==> src/rtl/mb16_pkg.sv <==
// mb16_pkg -- shared definitions for the multiplier-based processing element.
//
// Contents:
//   state_e   : accumulator FSM states (IDLE, ACCUM, DRAIN)
//   *_DEF     : default WIDTH / ACC_W / CNT_W values
//   sat_add   : clamp helper. Only referenced when MB16_ACC_SAT_EN is defined.
//
// Optional feature macro: MB16_ACC_SAT_EN (saturating accumulation).
package mb16_pkg;

    localparam int WIDTH_DEF = 16;
    localparam int ACC_W_DEF = 40;
    localparam int CNT_W_DEF = 8;

    // Wide enough to carry any accumulator width this block is built with.
    localparam int SAT_MAX_W = 64;

    typedef enum logic [1:0] {
        IDLE  = 2'd0,
        ACCUM = 2'd1,
        DRAIN = 2'd2
    } state_e;

    // Resolve the result of a w-bit signed add. On overflow the result
    // clamps to the extreme value on the side of the (equal) addend signs.
    // Only the low w bits of the return value are meaningful.
    function automatic logic [SAT_MAX_W-1:0] sat_add(
        input logic [SAT_MAX_W-1:0] sum,
        input logic                 ovf,
        input logic                 addend_neg,
        input int                   w
    );
        logic [SAT_MAX_W-1:0] min_v;
        // 1 at bit w-1 and above: the most negative w-bit value once truncated
        min_v = {SAT_MAX_W{1'b1}} << (w - 1);
        if (!ovf) begin
            return sum;
        end else if (addend_neg) begin
            return min_v;
        end else begin
            return ~min_v;
        end
    endfunction

endpackage

==> src/rtl/mb16_acc_add.sv <==
// mb16_acc_add -- combinational sign-extend + add + signed-overflow detect.
//
// Ports:
//   a_i   [ACC_W-1:0] accumulator operand (two's complement)
//   b_i   [PW-1:0]    product operand, sign-extended to ACC_W before the add
//   sum_o [ACC_W-1:0] result: wrapped, or clamped when MB16_ACC_SAT_EN is set
//   ovf_o             signed overflow of this add
//
// Optional feature macro: MB16_ACC_SAT_EN (clamp instead of wrap on overflow).
module mb16_acc_add
    import mb16_pkg::*;
#(
    parameter int PW    = 32,
    parameter int ACC_W = 40
) (
    input  logic [ACC_W-1:0] a_i,
    input  logic [PW-1:0]    b_i,
    output logic [ACC_W-1:0] sum_o,
    output logic             ovf_o
);

    logic [ACC_W-1:0] b_ext;
    logic [ACC_W-1:0] raw;

    assign b_ext = {{(ACC_W - PW){b_i[PW-1]}}, b_i};
    assign raw   = a_i + b_ext;

    // Overflow: both addends share a sign and the result sign differs.
    assign ovf_o = (a_i[ACC_W-1] == b_ext[ACC_W-1]) &&
                   (raw[ACC_W-1] != a_i[ACC_W-1]);

`ifdef MB16_ACC_SAT_EN
    assign sum_o = ACC_W'(sat_add(SAT_MAX_W'(raw), ovf_o, a_i[ACC_W-1], ACC_W));
`else
    assign sum_o = raw;
`endif

endmodule

==> src/rtl/mb16_mac_acc.sv <==
// mb16_mac_acc -- accumulates groups of signed products from the Booth
// multiplier into a wide sum and presents each finished group downstream.
//
// Ports:
//   CLK, RST            clock (rising edge), asynchronous active-low reset
//   prod_valid/ready    product input handshake
//   product [2*WIDTH]   signed product
//   prod_last           marks the accepted product as the last of its group
//   acc_valid/ready     result output handshake
//   acc_out [ACC_W]     signed group sum
//   acc_count [CNT_W]   products in the group (saturates at all-ones)
//   overflow            group overflowed ACC_W (sticky within the group)
//   busy                a group is in progress
//
// Handshakes: a transfer happens on a rising edge where valid && ready are
// both high. prod_ready depends on state only (low during DRAIN). Once
// acc_valid is high, acc_out/acc_count/overflow stay stable until the
// transfer edge; acc_out keeps its value afterwards until the next group.
//
// Optional feature macro: MB16_ACC_SAT_EN (saturating accumulator).
module mb16_mac_acc
    import mb16_pkg::*;
#(
    parameter int WIDTH = WIDTH_DEF,
    parameter int ACC_W = ACC_W_DEF,
    parameter int CNT_W = CNT_W_DEF
) (
    input  logic               CLK,
    input  logic               RST,
    input  logic               prod_valid,
    output logic               prod_ready,
    input  logic [2*WIDTH-1:0] product,
    input  logic               prod_last,
    output logic               acc_valid,
    input  logic               acc_ready,
    output logic [ACC_W-1:0]   acc_out,
    output logic [CNT_W-1:0]   acc_count,
    output logic               overflow,
    output logic               busy
);

    localparam int PW = 2 * WIDTH;

    state_e           state_q;
    logic [ACC_W-1:0] acc_q;
    logic [CNT_W-1:0] cnt_q;
    logic             ovf_q;

    logic [CNT_W-1:0] cnt_d;
    logic             ovf_d;
    logic [ACC_W-1:0] add_a;
    logic [ACC_W-1:0] acc_d;
    logic             add_ovf;
    logic             accept;

    assign prod_ready = (state_q != DRAIN);
    assign busy       = (state_q == ACCUM);
    assign accept     = prod_valid && prod_ready;

    // The first product of a group is added to zero, which is exactly a
    // sign-extended load and can never overflow.
    assign add_a = (state_q == ACCUM) ? acc_q : '0;

    mb16_acc_add #(
        .PW    (PW),
        .ACC_W (ACC_W)
    ) u_add (
        .a_i   (add_a),
        .b_i   (product),
        .sum_o (acc_d),
        .ovf_o (add_ovf)
    );

    always_comb begin
        cnt_d = CNT_W'(1);
        ovf_d = 1'b0;
        if (state_q == ACCUM) begin
            cnt_d = (&cnt_q) ? cnt_q : cnt_q + CNT_W'(1);
            ovf_d = ovf_q | add_ovf;
        end
    end

    always_ff @(posedge CLK or negedge RST) begin
        if (!RST) begin
            state_q   <= IDLE;
            acc_q     <= '0;
            cnt_q     <= '0;
            ovf_q     <= 1'b0;
            acc_out   <= '0;
            acc_count <= '0;
            overflow  <= 1'b0;
            acc_valid <= 1'b0;
        end else begin
            case (state_q)
                IDLE, ACCUM: begin
                    if (accept) begin
                        acc_q <= acc_d;
                        cnt_q <= cnt_d;
                        ovf_q <= ovf_d;
                        if (prod_last) begin
                            // Result registers capture the sum including
                            // this last product.
                            state_q   <= DRAIN;
                            acc_out   <= acc_d;
                            acc_count <= cnt_d;
                            overflow  <= ovf_d;
                            acc_valid <= 1'b1;
                        end else begin
                            state_q <= ACCUM;
                        end
                    end
                end
                DRAIN: begin
                    if (acc_ready) begin
                        acc_valid <= 1'b0;
                        state_q   <= IDLE;
                    end
                end
                default: begin
                    state_q <= IDLE;
                end
            endcase
        end
    end

endmodule

==> config.mk <==
export PLATFORM = sky130hd
export DESIGN_NAME = mb16_mac_acc
export DESIGN_NICKNAME = d
export VERILOG_FILES = /design/src/rtl/mb16_pkg.sv /design/src/rtl/mb16_acc_add.sv /design/src/rtl/mb16_mac_acc.sv
export SDC_FILE = /design/constraint.sdc
export NUM_CORES = 1
export LEC_CHECK = 0
export ABC_AREA = 1
export CAP_MARGIN = 15
export CORE_UTILIZATION = 55
export DETAILED_ROUTE_END_ITERATION = 6
export GPL_TIMING_DRIVEN = 0
export PLACE_DENSITY = 0.79
export SYNTH_ARGS = -nofsm -noshare
export SYNTH_HDL_FRONTEND = slang
export SYNTH_SLANG_ARGS = --single-unit
==> constraint.sdc <==
create_clock -name CLK -period 3.2 [get_ports CLK]
set_input_delay 0.64 -clock CLK [delete_from_list [all_inputs] [get_ports CLK]]
set_output_delay 0.64 -clock CLK [all_outputs]
set_load 0.01 [all_outputs]
-- After elaboration in Yosys (flattened, before gate mapping)
Index checks and enable logic that the tools add are counted.
- $add $sub $neg: 2
- equality and inequality tests: 8
- mux-type cells: 12
- bitwise gates (word level): 1
- reductions and logical operators: 10
- operator list (operator ; number):
    $add 40x40->40 ; 1
    $mux 40 ; 1
    $mux 8 ; 2
    $add 8x1->8 const B ; 1
    $ne 2x2->1 const B ; 4
    $reduce_and 8->1 ; 1
    $mux 2 ; 3
    $mux 1 ; 4
    $pmux 2 s2 ; 1
    $reduce_and 2->1 ; 2
    $reduce_and 4->1 ; 1
    $reduce_and 3->1 ; 1
    $eq 2x1->1 const B ; 1
    $eq 2x2->1 const B ; 1
    $logic_and 1x1->1 ; 2
    $logic_not 2->1 ; 1
    $pmux 1 s2 ; 1
    $reduce_bool 2->1 ; 1
    $reduce_or 2->1 ; 1
    $eq 1x1->1 ; 1
    $ne 1x1->1 ; 1
    $or 1x1->1 ; 1
- register bits after elaboration: 101
- output and inout bits: 52

-- Logic depth before layout (Yosys ltp)
- word-level depth: 7
- mapped depth: 20

-- Hierarchy
From an unflattened synthesis, not the netlist that was laid out.
- cell total of the unflattened synthesis: 1121
- area total of the unflattened synthesis: 7325.8 µm²
- modules (own cells, without submodules) (module ; times used ; cells each ; area an instance (µm²) ; seq. area each (µm²)):
    mb16_mac_acc ; 1 ; 505 ; 4306.6 ; 2527.4
    mb16_acc_add ; 1 ; 616 ; 3019.1 ; 0.0

-- Least setup slack after synthesis
Ideal clock, no wire load.
- path type: reg-to-reg
- start point: register state_q[1]
- end point: register acc_q[26]
- data arrival time: 2.468 ns
- data required time: 3.068 ns
- slack: 0.600 ns
- cell stages (with the launch flop): 18
- path through: dfrtp_1 nor2_1 inv_1 clkbuf_1 nor2_1 ha_1 inv_1 fa_1 o21ai_2 nand2_1 nand2_2 nand2_1 nand2_1 nand2_1 nand3_1 nand2_1 nand3_1 o21ai_0
- cells in the longest elaborated chain, start to end: 3
- elaborated cells between the ends (all ways): 8
- ends and longest elaborated chain (element ; line ; text):
    start: declaration ; mb16_mac_acc.sv:44 ; state_e state_q;
    start signal: assignment ; mb16_mac_acc.sv:85 ; state_q <= IDLE;
    start signal: assignment ; mb16_mac_acc.sv:103 ; state_q <= DRAIN;
    start signal: assignment ; mb16_mac_acc.sv:109 ; state_q <= ACCUM;
    $eq 2x1->1 (tied with other cells) ; mb16_mac_acc.sv:62, mb16_mac_acc.sv:94 ;
    $mux 40 (tied with other cells) ; mb16_mac_acc.sv:62 ; assign add_a = (state_q == ACCUM) ? acc_q : '0;
    $add 40x40->40 or $reduce_and 2->1 (tied branches) ; - ;
    end signal: assignment ; mb16_mac_acc.sv:86 ; acc_q <= '0;
    end signal: assignment ; mb16_mac_acc.sv:97 ; acc_q <= acc_d;
    end: declaration ; mb16_mac_acc.sv:45 ; logic [ACC_W-1:0] acc_q;
Several ways; a longest one is shown, not always the timed one.
A chain may end at the register's enable or synchronous reset.

-- Worst setup path after layout
- start point: register state_q[0]
- end point: register acc_out[35]
- cells in the longest elaborated chain, start to end: 3
- elaborated cells between the ends (all ways): 8
- ends and longest elaborated chain (element ; line ; text):
    $eq 2x1->1 (tied with other cells) ; mb16_mac_acc.sv:62, mb16_mac_acc.sv:94 ;
    $mux 40 (tied with other cells) ; mb16_mac_acc.sv:62 ;
    $add 40x40->40 or $reduce_and 3->1 (tied branches) ; - ;
    end signal: assignment ; mb16_mac_acc.sv:89 ; acc_out <= '0;
    end signal: assignment ; mb16_mac_acc.sv:104 ; acc_out <= acc_d;
    end: declaration ; mb16_mac_acc.sv:36 ; output logic [ACC_W-1:0] acc_out,
Several ways; a longest one is shown, not always the timed one.

==> summary.txt <==
Floorplanning
  • Die Y: 115 um
  • Die area: approximately 13000 um2
  • Core area: 12600 um2
  • Starting density of the core: 56.4%
  • Die width: ~120 um
  • Number of I/O pins: slightly below 90
  • FP Rows: 41

Timing
  • Slew HR: 45.4%
  • Total Negative Setup Slacks: 0 ns
  • Fmax: between 300 and 400 MHz
  • RSZ-0062 raised after global routing: true
  • Fin. max-slew vios: 0
  • Final setup fails: 0
  • Final count of hold timing violations: 0
  • Period minus WS final: about 3.0 ns
  • Slew @ Worst Pin: roughly 0.82 ns
  • Clock Skews: roughly 0.0053 ns
  • Tcrit/Tclk final: 95.0%

Logic synthesis
  • XOR/XNOR share of the synthesized area: 1.85%
  • Mapped Cells: between 1k and 1.5k
  • Mapped Nets: about 1.1k
  • Mux contribution to synthesized area: 0%
  • Mapped Area: slightly above 7000 um2
  • Post-synthesis compound-gate area fraction: 11.6%
  • Most frequent cell after synthesis: nand2_1
  • Async set-or-reset flop fraction in the synthesized netlist: 100%
  • EDFF count, synth: 0
  • Synth cell count leaders: nand2_1 (320), inv_1 (133), nor2_1 (125), dfrtp_1 (101), nand3_1 (78)
  • Seq/Total Area, Yosys: a little over a third
  • Ranking of synthesized cells by area: dfrtp_1 (36%), nand2_1 (17%), ha_1 (7.1%)
  • Ys flop type: dfrtp_1
  • Synth Area in Simple Gates: a little over a third
  • Syn_area_per_cell: just under 7 um2
  • Synthesized flop and latch total: a little over 100
  • Synth cell types: 40
  • Share of the synthesized area in the top cell type: between 30% and 40%
  • Synth warn: 0
  • Largest area contributor in the netlist: dfrtp_1
  • Largest family of logic cells by synthesized area: simple AND/OR/NAND/NOR gates
  • Synth Area in Adders: 7.35%

Clock tree
  • Reg clk slew, reported paths: 0.07 ns
  • TritonCTS clock tree: built
  • CTS Buffer Depth: 2
  • H-tree depth: 3
  • Sinks on Clock Net: about 100
  • Root Buffer: clkbuf_16
  • Inserted Clock Buffers: 9
  • Clk Latency, worst-skew pair: 0.35 ns

Global route
  • Initial antenna violation count: 0
  • Vias in the first global route: just under 7k
  • Grt total ovfl: 0
  • First-pass GRT wire length: roughly 34000 um
  • GRT Util Overall: approximately a third
  • Largest net degree at the start of global routing: 68

Placed design
  • Routability congestion estimate: 1.02
  • Post-detailed-placement half-perimeter wirelength: roughly 17000 um
  • Input/output buffers: between 80 and 90
  • Placed Cells: roughly 1.3k

Routing
  • # DRC: 0
  • DRT antenna net count: 0
  • Via Count: ~7.2k
  • DR iter-0 viols: just under 600
  • WL per Instance: 16.0 um
  • DR pass1 iterations: 5
  • Drt total wl: about 21000 um
  • Via/cell ratio: ~5.4

Min path
  • Worst hold path type: in2async

Setup path
  • Worst-path maximum fanout: 10
  • Arr. time, crit path: roughly 3.3 ns
  • Worst setup SP type: register
  • CP required: 3.44 ns
  • R2R cell count: 16
  • Reg2Reg Setup Slack: about 0.16 ns
  • Most used cell, CP: nand2_1
  • Crit Path Category: reg2reg
  • Cell Chain, Critical Path: inv_1 -> nor2_4 -> inv_1 -> clkbuf_4 -> clkbuf_4 -> nor2_1 -> ha_1 -> nand2_1 -> nor2_1 -> nand2_1 -> nor2_1 -> nand3_1 -> nand3_1 -> nand2_1 -> nand3_1 -> nand2_1
  • Worst r2r src: state_q[0]$_DFFE_PN0P_
  • CP max stage delay: about 0.39 ns
  • Setup crit end kind: register
  • FF-to-FF End: acc_out[35]$_DFFE_PN0P_
  • Slowest cell on crit path: dfrtp_1

Flow run
  • Max-cap violations: 0

Cells and area
  • Antenna diodes: 0
  • Non-Filler Instances: 1326
  • Share of layout cells above drive strength 1: just under 7%
  • Area added between synthesis and finish: 20.7%
  • Final #Nets: between 1k and 1.5k
  • Utilization after layout: between 60% and 70%

Pwr
  • PD cells: 605 nW/um2
  • Pwr Total: 0.00517 W
  • Leak: 4.31 nW
  • VDD IR-drop max: between 0.4 and 0.5 mV

Run status
  • Outcome: finished clean
sequential cells by signal (all words and copies together), names as in the netlist:
signal and cells:
acc_count 8, acc_out 40, acc_q 40, acc_valid 1
cnt_q 8, overflow 1, ovf_q 1, state_q 2
repair_timing:
item / CTS / global route
hold buffers: 0 / 0
pin swaps: 0 / 2
buffers inserted: 0 / 3
gates resized for setup: 7 / 18
setup endpoints to repair: 49 / 35
cell usage in the layout (no fill, tap or decap), types with 5 or more instances in the layout:
| cell | count |
|---|---|
| buf_2 | 5 |
| ha_1 | 39 |
| or2_1 | 7 |
| a21oi_1 | 39 |
| clkdlybuf4s50_1 | 87 |
| clkbuf_16 | 9 |
| nand3_1 | 77 |
| o21ai_0 | 72 |
| a21oi_2 | 7 |
| nand2_2 | 9 |
| dfrtp_1 | 101 |
| inv_1 | 133 |
| nand2_1 | 319 |
| o21bai_1 | 7 |
| nand4_1 | 12 |
| nand3_2 | 5 |
| clkbuf_1 | 15 |
| xnor2_1 | 11 |
| o21ai_1 | 13 |
| nor2_2 | 7 |
| nand3b_1 | 7 |
| nor2_1 | 121 |
cell type report:
class / count / area (um2)
fillers: 1116 / 4020
multi-input cells: 785 / 3990
flip-flops and latches: 101 / 2530
repair buffers: 92 / 928
inverters: 137 / 514
clock buffers: 9 / 225
well taps: 172 / 215
plain buffers: 24 / 109
clock inverters: 6 / 40.0
metrics by stage:
stage	area (um2)	setup slack (ns)	hold WS, ns
floorplan	7080	0.600	0.344
global placement	8180	-2.27	0.462
detailed placement	8210	-0.398	0.464
CTS	8490	0.0697	0.254
global route	8550	-0.0220	0.273
finish	8550	0.161	0.236
worst max-delay path by stage:
stage	endpoint	cells after the start	from	slack [ns]
2_1_floorplan	acc_q[26]$_DFFE_PN0P_	17	state_q[1]$_DFFE_PN0P_	0.60
3_3_place_gp	acc_out[32]$_DFFE_PN0P_	1	RST	-2.27
3_5_place_dp	acc_q[36]$_DFFE_PN0P_	18	state_q[0]$_DFFE_PN0P_	-0.40
4_1_cts	acc_q[26]$_DFFE_PN0P_	17	state_q[1]$_DFFE_PN0P_	0.07
5_1_grt	acc_out[35]$_DFFE_PN0P_	16	state_q[0]$_DFFE_PN0P_	-0.02
6_report	acc_out[35]$_DFFE_PN0P_	16	state_q[0]$_DFFE_PN0P_	0.16
critical path, delay by kind of cell (launching register included):
| kind | cells | cell delay, ns |
|---|---|---|
| flops | 1 | 0.39 |
| fa+ha+maj | 1 | 0.34 |
| simple gates | 11 | 1.44 |
| buf+inv | 4 | 0.74 |
cell families after synthesis:
family,Yosys count
buffers and inverters,161
xor gates and xnor gates,15
AOI/OAI and AO/OA,149
DFF,101
and+or+nand+nor,580
adders and majority gates,41
power breakdown:
part / internal (W) / leakage (nW) / switching, W / total (W)
combinational: 0.000962 / 2.92 / 0.00136 / 0.00232
clock: 0.000523 / 0.131 / 0.000493 / 0.00102
sequential: 0.00164 / 1.26 / 0.000186 / 0.00183
total: 0.00313 / 4.31 / 0.00204 / 0.00517
per-layer routing:
layer | wire [um] | vias to the layer above | GRT usage, % | part of all wire, %
met1 | 9730 | 3312 | 46.9 | 46
li1 | - | 3535 | - | -
met2 | 9560 | 297 | 53.9 | 45
met4 | 521 | 0 | 12.5 | 2.5
met3 | 1430 | 39 | 4.65 | 6.7
met5 | 0 | - | 0 | 0
(Power assumes the default switching activity.)
